<file path="config.mk">
export PLATFORM = sky130hd
export DESIGN_NAME = opb_snapshot_regbank
export DESIGN_NICKNAME = d
export VERILOG_FILES = /design/src/rtl/opb_snapshot_pkg.sv /design/src/rtl/opb_slave_decode.sv /design/src/rtl/opb_snapshot_regbank.sv
export SDC_FILE = /design/constraint.sdc
export NUM_CORES = 1
export LEC_CHECK = 0
export BUFFER_PORTS_ARGS = -buffer_cell sky130_fd_sc_hd__clkbuf_2
export CORE_AREA = 2 2 146 148
export CTS_CLUSTER_SIZE = 28
export DETAILED_ROUTE_END_ITERATION = 7
export DIE_AREA = 0 0 148 150
export PLACE_DENSITY = 0.37
export SLEW_MARGIN = 20
export SYNTH_ARGS = -nofsm -noshare
export SYNTH_HDL_FRONTEND = slang
export SYNTH_SLANG_ARGS = --single-unit
</file>
<file path="constraint.sdc">
create_clock -name OPB_Clk -period 1.01 [get_ports OPB_Clk]
set_clock_uncertainty 0.1 [all_clocks]
set_input_delay 0.1515 -clock OPB_Clk [delete_from_list [all_inputs] [get_ports OPB_Clk]]
set_output_delay 0.1515 -clock OPB_Clk [all_outputs]
set_load 0.02 [all_outputs]
</file>
<file path="src/rtl/opb_snapshot_pkg.sv">
// opb_snapshot_pkg: register map, CTRL bit positions and capture FSM
// states shared by the snapshot register bank and its bench.
package opb_snapshot_pkg;

   localparam logic [31:0] OFF_CTRL   = 32'h00;
   localparam logic [31:0] OFF_STATUS = 32'h04;
   localparam logic [31:0] OFF_CAPCNT = 32'h08;
   localparam logic [31:0] OFF_MISSED = 32'h0C;
   localparam logic [31:0] OFF_DATA   = 32'h10;

   localparam int CTRL_MODE = 31;
   localparam int CTRL_ARM  = 30;
   localparam int CTRL_CLR  = 29;

   localparam int MISSED_W = 16;

   typedef enum logic [1:0] {
      ST_IDLE     = 2'd0,
      ST_ARMED    = 2'd1,
      ST_CAPTURED = 2'd2
   } state_t;

endpackage

</file>
<file path="src/rtl/opb_slave_decode.sv">
// opb_slave_decode: OPB slave front end with range check, one ack per
// select assertion and registered read data.
module opb_slave_decode #(
   parameter logic [31:0] C_BASEADDR = 32'hFFFF_FFFF,
   parameter logic [31:0] C_HIGHADDR = 32'h0000_0000,
   parameter int          C_DWIDTH   = 32
) (
   input  logic                i_clk,
   input  logic                i_rst_n,
   input  logic [31:0]         i_addr,
   input  logic                i_select,
   input  logic                i_rnw,
   input  logic [C_DWIDTH-1:0] i_rdata,
   output logic                o_rd,
   output logic                o_wr,
   output logic [31:0]         o_offset,
   output logic                o_ack,
   output logic [C_DWIDTH-1:0] o_dbus
);

   logic                w_hit;
   logic                w_req;
   logic                r_busy;
   logic                r_ack;
   logic [C_DWIDTH-1:0] r_rdata;

   assign w_hit    = (i_addr >= C_BASEADDR) && (i_addr <= C_HIGHADDR);
   // r_busy holds off a second transfer while select stays high
   assign w_req    = i_select & w_hit & ~r_busy & ~r_ack;
   assign o_rd     = w_req & i_rnw;
   assign o_wr     = w_req & ~i_rnw;
   assign o_offset = i_addr - C_BASEADDR;
   assign o_ack    = r_ack;
   assign o_dbus   = r_ack ? r_rdata : '0;

   always_ff @(posedge i_clk or negedge i_rst_n) begin
      if (!i_rst_n) begin
         r_busy  <= 1'b0;
         r_ack   <= 1'b0;
         r_rdata <= '0;
      end else begin
         r_ack  <= w_req;
         r_busy <= i_select & (r_busy | w_req);
         if (w_req)
            r_rdata <= i_rnw ? i_rdata : '0;
      end
   end

endmodule

</file>
<file path="src/rtl/opb_snapshot_regbank.sv">
// opb_snapshot_regbank: OPB read-only bank of user channels captured
// continuously or on an armed trigger, with NEW flags and counters.
module opb_snapshot_regbank
   import opb_snapshot_pkg::*;
#(
   parameter logic [31:0] C_BASEADDR   = 32'hFFFF_FFFF,
   parameter logic [31:0] C_HIGHADDR   = 32'h0000_0000,
   parameter int          C_OPB_AWIDTH = 32,
   parameter int          C_OPB_DWIDTH = 32,
   parameter int          C_NUM_CH     = 8,
   parameter int          C_DATA_WIDTH = 32,
   parameter              C_FAMILY     = "virtex6"
) (
   input  logic                             OPB_Clk,
   input  logic                             OPB_Rst_n,
   input  logic [0:C_OPB_AWIDTH-1]          OPB_ABus,
   input  logic [0:3]                       OPB_BE,
   input  logic [0:C_OPB_DWIDTH-1]          OPB_DBus,
   input  logic                             OPB_RNW,
   input  logic                             OPB_select,
   input  logic                             OPB_seqAddr,
   output logic [0:C_OPB_DWIDTH-1]          Sl_DBus,
   output logic                             Sl_xferAck,
   output logic                             Sl_errAck,
   output logic                             Sl_retry,
   output logic                             Sl_toutSup,
   input  logic [C_NUM_CH*C_DATA_WIDTH-1:0] user_data_in,
   input  logic [C_NUM_CH-1:0]              user_valid_in,
   input  logic                             user_trig
);

   logic                    w_rd, w_wr;
   logic [31:0]             w_off, w_wdata, w_rdata;
   logic                    w_ctrl_wr, w_arm, w_clr;
   logic                    w_armed, w_cap, w_miss, w_unused;
   logic [C_NUM_CH-1:0]     w_load, w_rdclr;
   logic                    r_mode;
   state_t                  r_state;
   logic [C_DATA_WIDTH-1:0] r_data [C_NUM_CH];
   logic [C_NUM_CH-1:0]     r_new;
   logic [31:0]             r_capcnt;
   logic [MISSED_W-1:0]     r_missed;

   opb_slave_decode #(
      .C_BASEADDR (C_BASEADDR),
      .C_HIGHADDR (C_HIGHADDR),
      .C_DWIDTH   (32)
   ) u_dec (
      .i_clk    (OPB_Clk),
      .i_rst_n  (OPB_Rst_n),
      .i_addr   (OPB_ABus),
      .i_select (OPB_select),
      .i_rnw    (OPB_RNW),
      .i_rdata  (w_rdata),
      .o_rd     (w_rd),
      .o_wr     (w_wr),
      .o_offset (w_off),
      .o_ack    (Sl_xferAck),
      .o_dbus   (Sl_DBus)
   );

   assign Sl_errAck  = 1'b0;
   assign Sl_retry   = 1'b0;
   assign Sl_toutSup = 1'b0;
   assign w_wdata    = OPB_DBus;
   assign w_unused   = ^{OPB_BE, OPB_seqAddr, w_wdata[28:0], |C_FAMILY};

   assign w_ctrl_wr = w_wr & (w_off == OFF_CTRL);
   assign w_arm     = w_ctrl_wr & w_wdata[CTRL_ARM];
   assign w_clr     = w_ctrl_wr & w_wdata[CTRL_CLR];
   assign w_armed   = r_mode & (r_state == ST_ARMED);
   assign w_load    = r_mode ? {C_NUM_CH{w_armed & user_trig}}
                             : user_valid_in;
   assign w_miss    = r_mode ? (user_trig & ~w_armed)
                             : |(user_valid_in & r_new);
   assign w_cap     = |w_load;

   always_comb begin
      w_rdata = '0;
      w_rdclr = '0;
      case (w_off)
         OFF_CTRL:   w_rdata[CTRL_MODE] = r_mode;
         OFF_STATUS: w_rdata = {r_state, 30'd0} | 32'(r_new);
         OFF_CAPCNT: w_rdata = r_capcnt;
         OFF_MISSED: w_rdata = 32'(r_missed);
         default:    ;
      endcase
      for (int i = 0; i < C_NUM_CH; i++)
         if (w_off == OFF_DATA + 32'(4 * i)) begin
            w_rdata    = 32'(r_data[i]);
            w_rdclr[i] = w_rd;
         end
   end

   // Trigger is judged against the current state, so ARM+trig in
   // CAPTURED lands in ARMED with the trigger counted as missed.
   always_ff @(posedge OPB_Clk or negedge OPB_Rst_n) begin
      if (!OPB_Rst_n) begin
         r_mode  <= 1'b0;
         r_state <= ST_IDLE;
      end else if (w_ctrl_wr) begin
         r_mode  <= w_wdata[CTRL_MODE];
         r_state <= (w_arm & w_wdata[CTRL_MODE]) ? ST_ARMED : ST_IDLE;
      end else if (w_armed & user_trig) begin
         r_state <= ST_CAPTURED;
      end
   end

   always_ff @(posedge OPB_Clk or negedge OPB_Rst_n) begin
      if (!OPB_Rst_n) begin
         for (int i = 0; i < C_NUM_CH; i++)
            r_data[i] <= '0;
      end else begin
         for (int i = 0; i < C_NUM_CH; i++)
            if (w_load[i])
               r_data[i] <= user_data_in[i*C_DATA_WIDTH +: C_DATA_WIDTH];
      end
   end

   // A capture beats a same-cycle read-clear; CLR beats everything.
   always_ff @(posedge OPB_Clk or negedge OPB_Rst_n) begin
      if (!OPB_Rst_n) begin
         r_new    <= '0;
         r_capcnt <= '0;
         r_missed <= '0;
      end else if (w_clr) begin
         r_new    <= '0;
         r_capcnt <= '0;
         r_missed <= '0;
      end else begin
         r_new <= (r_new & ~w_rdclr) | w_load;
         if (w_cap)
            r_capcnt <= r_capcnt + 32'd1;
         if (w_miss && (r_missed != '1))
            r_missed <= r_missed + MISSED_W'(1);
      end
   end

endmodule
</file>
==> results <==
- The cell area after placement is 0.001682 sq mm.
- The sequential share of power is 37.7%.
- The flow ran to the end, but the final reports show violations.
- Setup repair after global routing could not meet its margin everywhere.
- The largest individual stage delay along the critical path comes from the cell sky130_fd_sc_hd__dfrtp_2.
- The floorplan step set the die height to 150 um.
- The area growth from synthesis to layout is 79.18%.
- 0 antenna diodes ended up in the layout.
- In the synthesized netlist, the number of instances is 104.
- The number of DRC markers after the initial detailed-route iteration is 10.
- In this run the deepest clock path goes through 2 buffers.
- In this run, CTS created clock tree buffers numbering 5.
- The critical path is of the flip-flop to output port type.
- The xor-xnor portion of the synthesized cell area is 0%.
- The H-tree depth reported by CTS is 2.
- For this run, the slowest stage of the critical path takes 0.41 ns.
- The area of the core is 0.02069 sq mm.
- The part of the power in combinational logic is 3.5%.
- The number of violations of the max-capacitance limit is 0.
- After layout, the worst path uses 148.1% of the clock period.
- Across all setup checks in the final design, the least slack found is -0.4857 ns.
- The critical path capture point type is an output port.
- The largest fanout of any net on the critical path is 7.
- The adder-cell share of the synthesized area is 0%.
- The total count of max-transition violations in the final report was 0.
- The compound-cell area share of the yosys netlist is 0%.
- The horizontal die dimension is 148 um.
- For this configuration, the core starts out at a cell density of 5.721%.
- The net count of the finished layout is 456.
- The areal power density over the cells is 1660 mW/mm^2.
- The first TritonRoute pass finished after 2 iterations.
- The switching power of the nets is 733.3 uW.
- The count of placed standard cells in the final layout, fillers left out is 394.
- The critical path goes through buf_12 > buf_6 > and2_4 > clkbuf_2.
- The clock period minus worst slack is 1.496 ns.
- The mapped netlist covers 0.001184 sq mm.
- The data arrival time of the critical path is 1.24 ns.
- The internal power component is 2787 uW.
- 374 I/O pins were placed.
- The number of placed instances with taps included is 383.
- The die covers 0.02220 sq mm.
- For the worst setup path, the data required time is 0.76 ns.
- The via count of the first global-routing pass is 630.
- The checks that failed: negative setup slack.
- The net switching fraction of the power is 20.83%.
- IR analysis of the VDD net gives a maximum drop of 0.7212 mV.
- The detailed router placed 627 vias in this run.
- The path class of the lowest-slack min-delay path is input pin to async pin.
- TritonCTS built the clock tree.
- The first global-routing pass estimated 3.960 mm of wire.
- The all-layer global routing usage is 2.669%.
- The final non-filler cell area is 0.002121 sq mm.
- The static leakage power is 0.0009639 uW.
- The total congestion overflow is 0.
- Yosys mapped the design onto 5 distinct sky130hd cell types.
- The routed design has 2.748 mm of wire.
- The count of port buffers added during placement is 34.
- The number of vias per cell after detailed routing is 1.591.
- In the final routed layout, each cell accounts on average for 6.975 um.
- The multiplexer share of the synthesized area is 0%.
- The post-placement setup slack is -0.2521 ns.
- The total DRC errors in the routed layout is 0.
- Measured on the finished design, the core utilization comes to 10.25%.
- The initial antenna violation count is 0.
- Cells with a size suffix above 1 make up 68.07% of the layout.
- CTS saw 33 sinks.
- The remaining number of nets flagged by the antenna check after routing is 0.
- The cell at the root of the clock tree is sky130_fd_sc_hd__clkbuf_16.
- The final-report setup violation count is 33.
- Sequential elements use 69.77% of the synthesized area.
- A synthesized cell averages 11.38 sq um.
- The number of hold violations in the final report came to 0.
- At the later pin of the worst-skew pair, clock insertion delay measures 0.29 ns.
- After clock tree synthesis, the clock-pin slew on the worst setup and hold paths is 0.06 ns.
- The worst setup path is launched from a flip-flop.
- The clock network power share is 58.8%.
- Of the total synthesized cell area, the portion taken by AND, OR, NAND and NOR gates is 16.91%.
- During synthesis, Yosys emitted a total of 0 warnings.
- Entering global routing, the biggest net connects 27 pins.
- By area, the combinational part of the netlist is dominated by simple AND/OR/NAND/NOR gates.
- The routability-driven placement congestion ratio is 0.5890.
- The maximum clock rate is 668.6 MHz.
- The HPWL reported at the end of detailed placement is 1.829 mm.
- The total number of placement rows is 53.
- In this run, synthesis produced a sequential element count of 33.
==> placed cells by master, fill, tap and decap left out <==
master                          Yosys  final
sky130_fd_sc_hd__dfrtp_1           33     32
sky130_fd_sc_hd__and2_4             0     31
sky130_fd_sc_hd__buf_6              0     29
sky130_fd_sc_hd__clkbuf_2           0      7
sky130_fd_sc_hd__clkbuf_16          0      6
sky130_fd_sc_hd__conb_1             1      4
sky130_fd_sc_hd__bufinv_16          0      2
sky130_fd_sc_hd__buf_8              0      2
sky130_fd_sc_hd__buf_12             0      2
sky130_fd_sc_hd__and2_1            32      1
sky130_fd_sc_hd__clkinv_2           0      1
sky130_fd_sc_hd__dlygate4sd3_1      0      1
sky130_fd_sc_hd__dfrtp_2            0      1
==> state kept, by name, summed over array words and instances (netlist names) <==
| name | flops |
|---|---|
| u_dec.o_ack | 1 |
| u_dec.r_rdata | 32 |
==> final timing paths <==
path / start / to / slack [ns] / cells after the start
worst min-delay path: OPB_Rst_n / u_dec.r_rdata[21] / 0.17 / 2
min in group OPB_Clk: u_dec.r_rdata[31] / u_dec.r_rdata[31] / 0.27 / 0
worst max register to register: u_dec.r_rdata[17] / u_dec.r_rdata[17] / 0.41 / 0
max in group asynchronous: OPB_Rst_n / u_dec.o_ack / 0.19 / 3
worst min register to register: u_dec.r_rdata[31] / u_dec.r_rdata[31] / 0.27 / 0
worst max-delay path: u_dec.o_ack / Sl_DBus[17] / -0.49 / 4
==> worst max-delay path, delay by kind of cell (launching register included) <==
kind	cells	cell delay, ns
buf+inv	3	0.42
flops	1	0.41
simple gates	1	0.13
==> power by group through the flow <==
stage,Combinational [uW],Clock (uW),Sequential (uW)
after floorplan,44.7,0,1350
after global placement,86.7,0,1360
after detailed placement,89.5,0,1360
after CTS,94.0,2200,1330
after global routing,140,2240,1320
final,124,2070,1330
==> synthesized netlist by cell type, drive strengths merged <==
| cell | count | area, sq um |
|---|---|---|
| and2 | 32 | 200.2 |
| buf | 3 | 22.52 |
| clkbuf | 35 | 131.4 |
| conb | 1 | 3.750 |
| dfrtp | 33 | 825.8 |
==> logic make-up after synthesis <==
group                  count (synthesis)
buffers and inverters                 38
DFF                                   33
and+or+nand+nor                       32
other                                  1
==> cell type report <==
cell class | count | area (sq um)
fill | 2381 | 18570
sequential | 33 | 827.0
timing repair buffer | 42 | 466.7
tap | 275 | 344.1
multi-input combinational | 36 | 292.8
clock buffer | 5 | 125.1
clock inverter | 3 | 65.06
==> layer usage <==
layer	GRT usage (%)	vias to the layer above	wire [um]
li1	-	307	-
met1	3.179	296	1200
met2	3.472	18	1278
met3	1.098	6	145
met4	2.714	0	124
met5	0	-	0
==> per-stage QoR <==
| stage | hold WS (ns) | total power (uW) | TNS, ns |
|---|---|---|---|
| after floorplan | -0.2441 | 1400 | -0.9457 |
| after global placement | -0.05902 | 1442 | -6.377 |
| after detailed placement | -0.05574 | 1445 | -6.713 |
| after CTS | 0.1691 | 3620 | -17.11 |
| after global routing | 0.1878 | 3707 | -16.97 |
| final | 0.1667 | 3520 | -15.41 |
==> what timing repair did <==
action,4_1_cts,5_1_grt
endpoints found under the hold margin,33,0
buffers inserted,0,1
hold buffers,1,0
cloned,0,1
endpoints found under the setup margin,33,33
resized for setup,1,87
(Power assumes the default switching activity.)
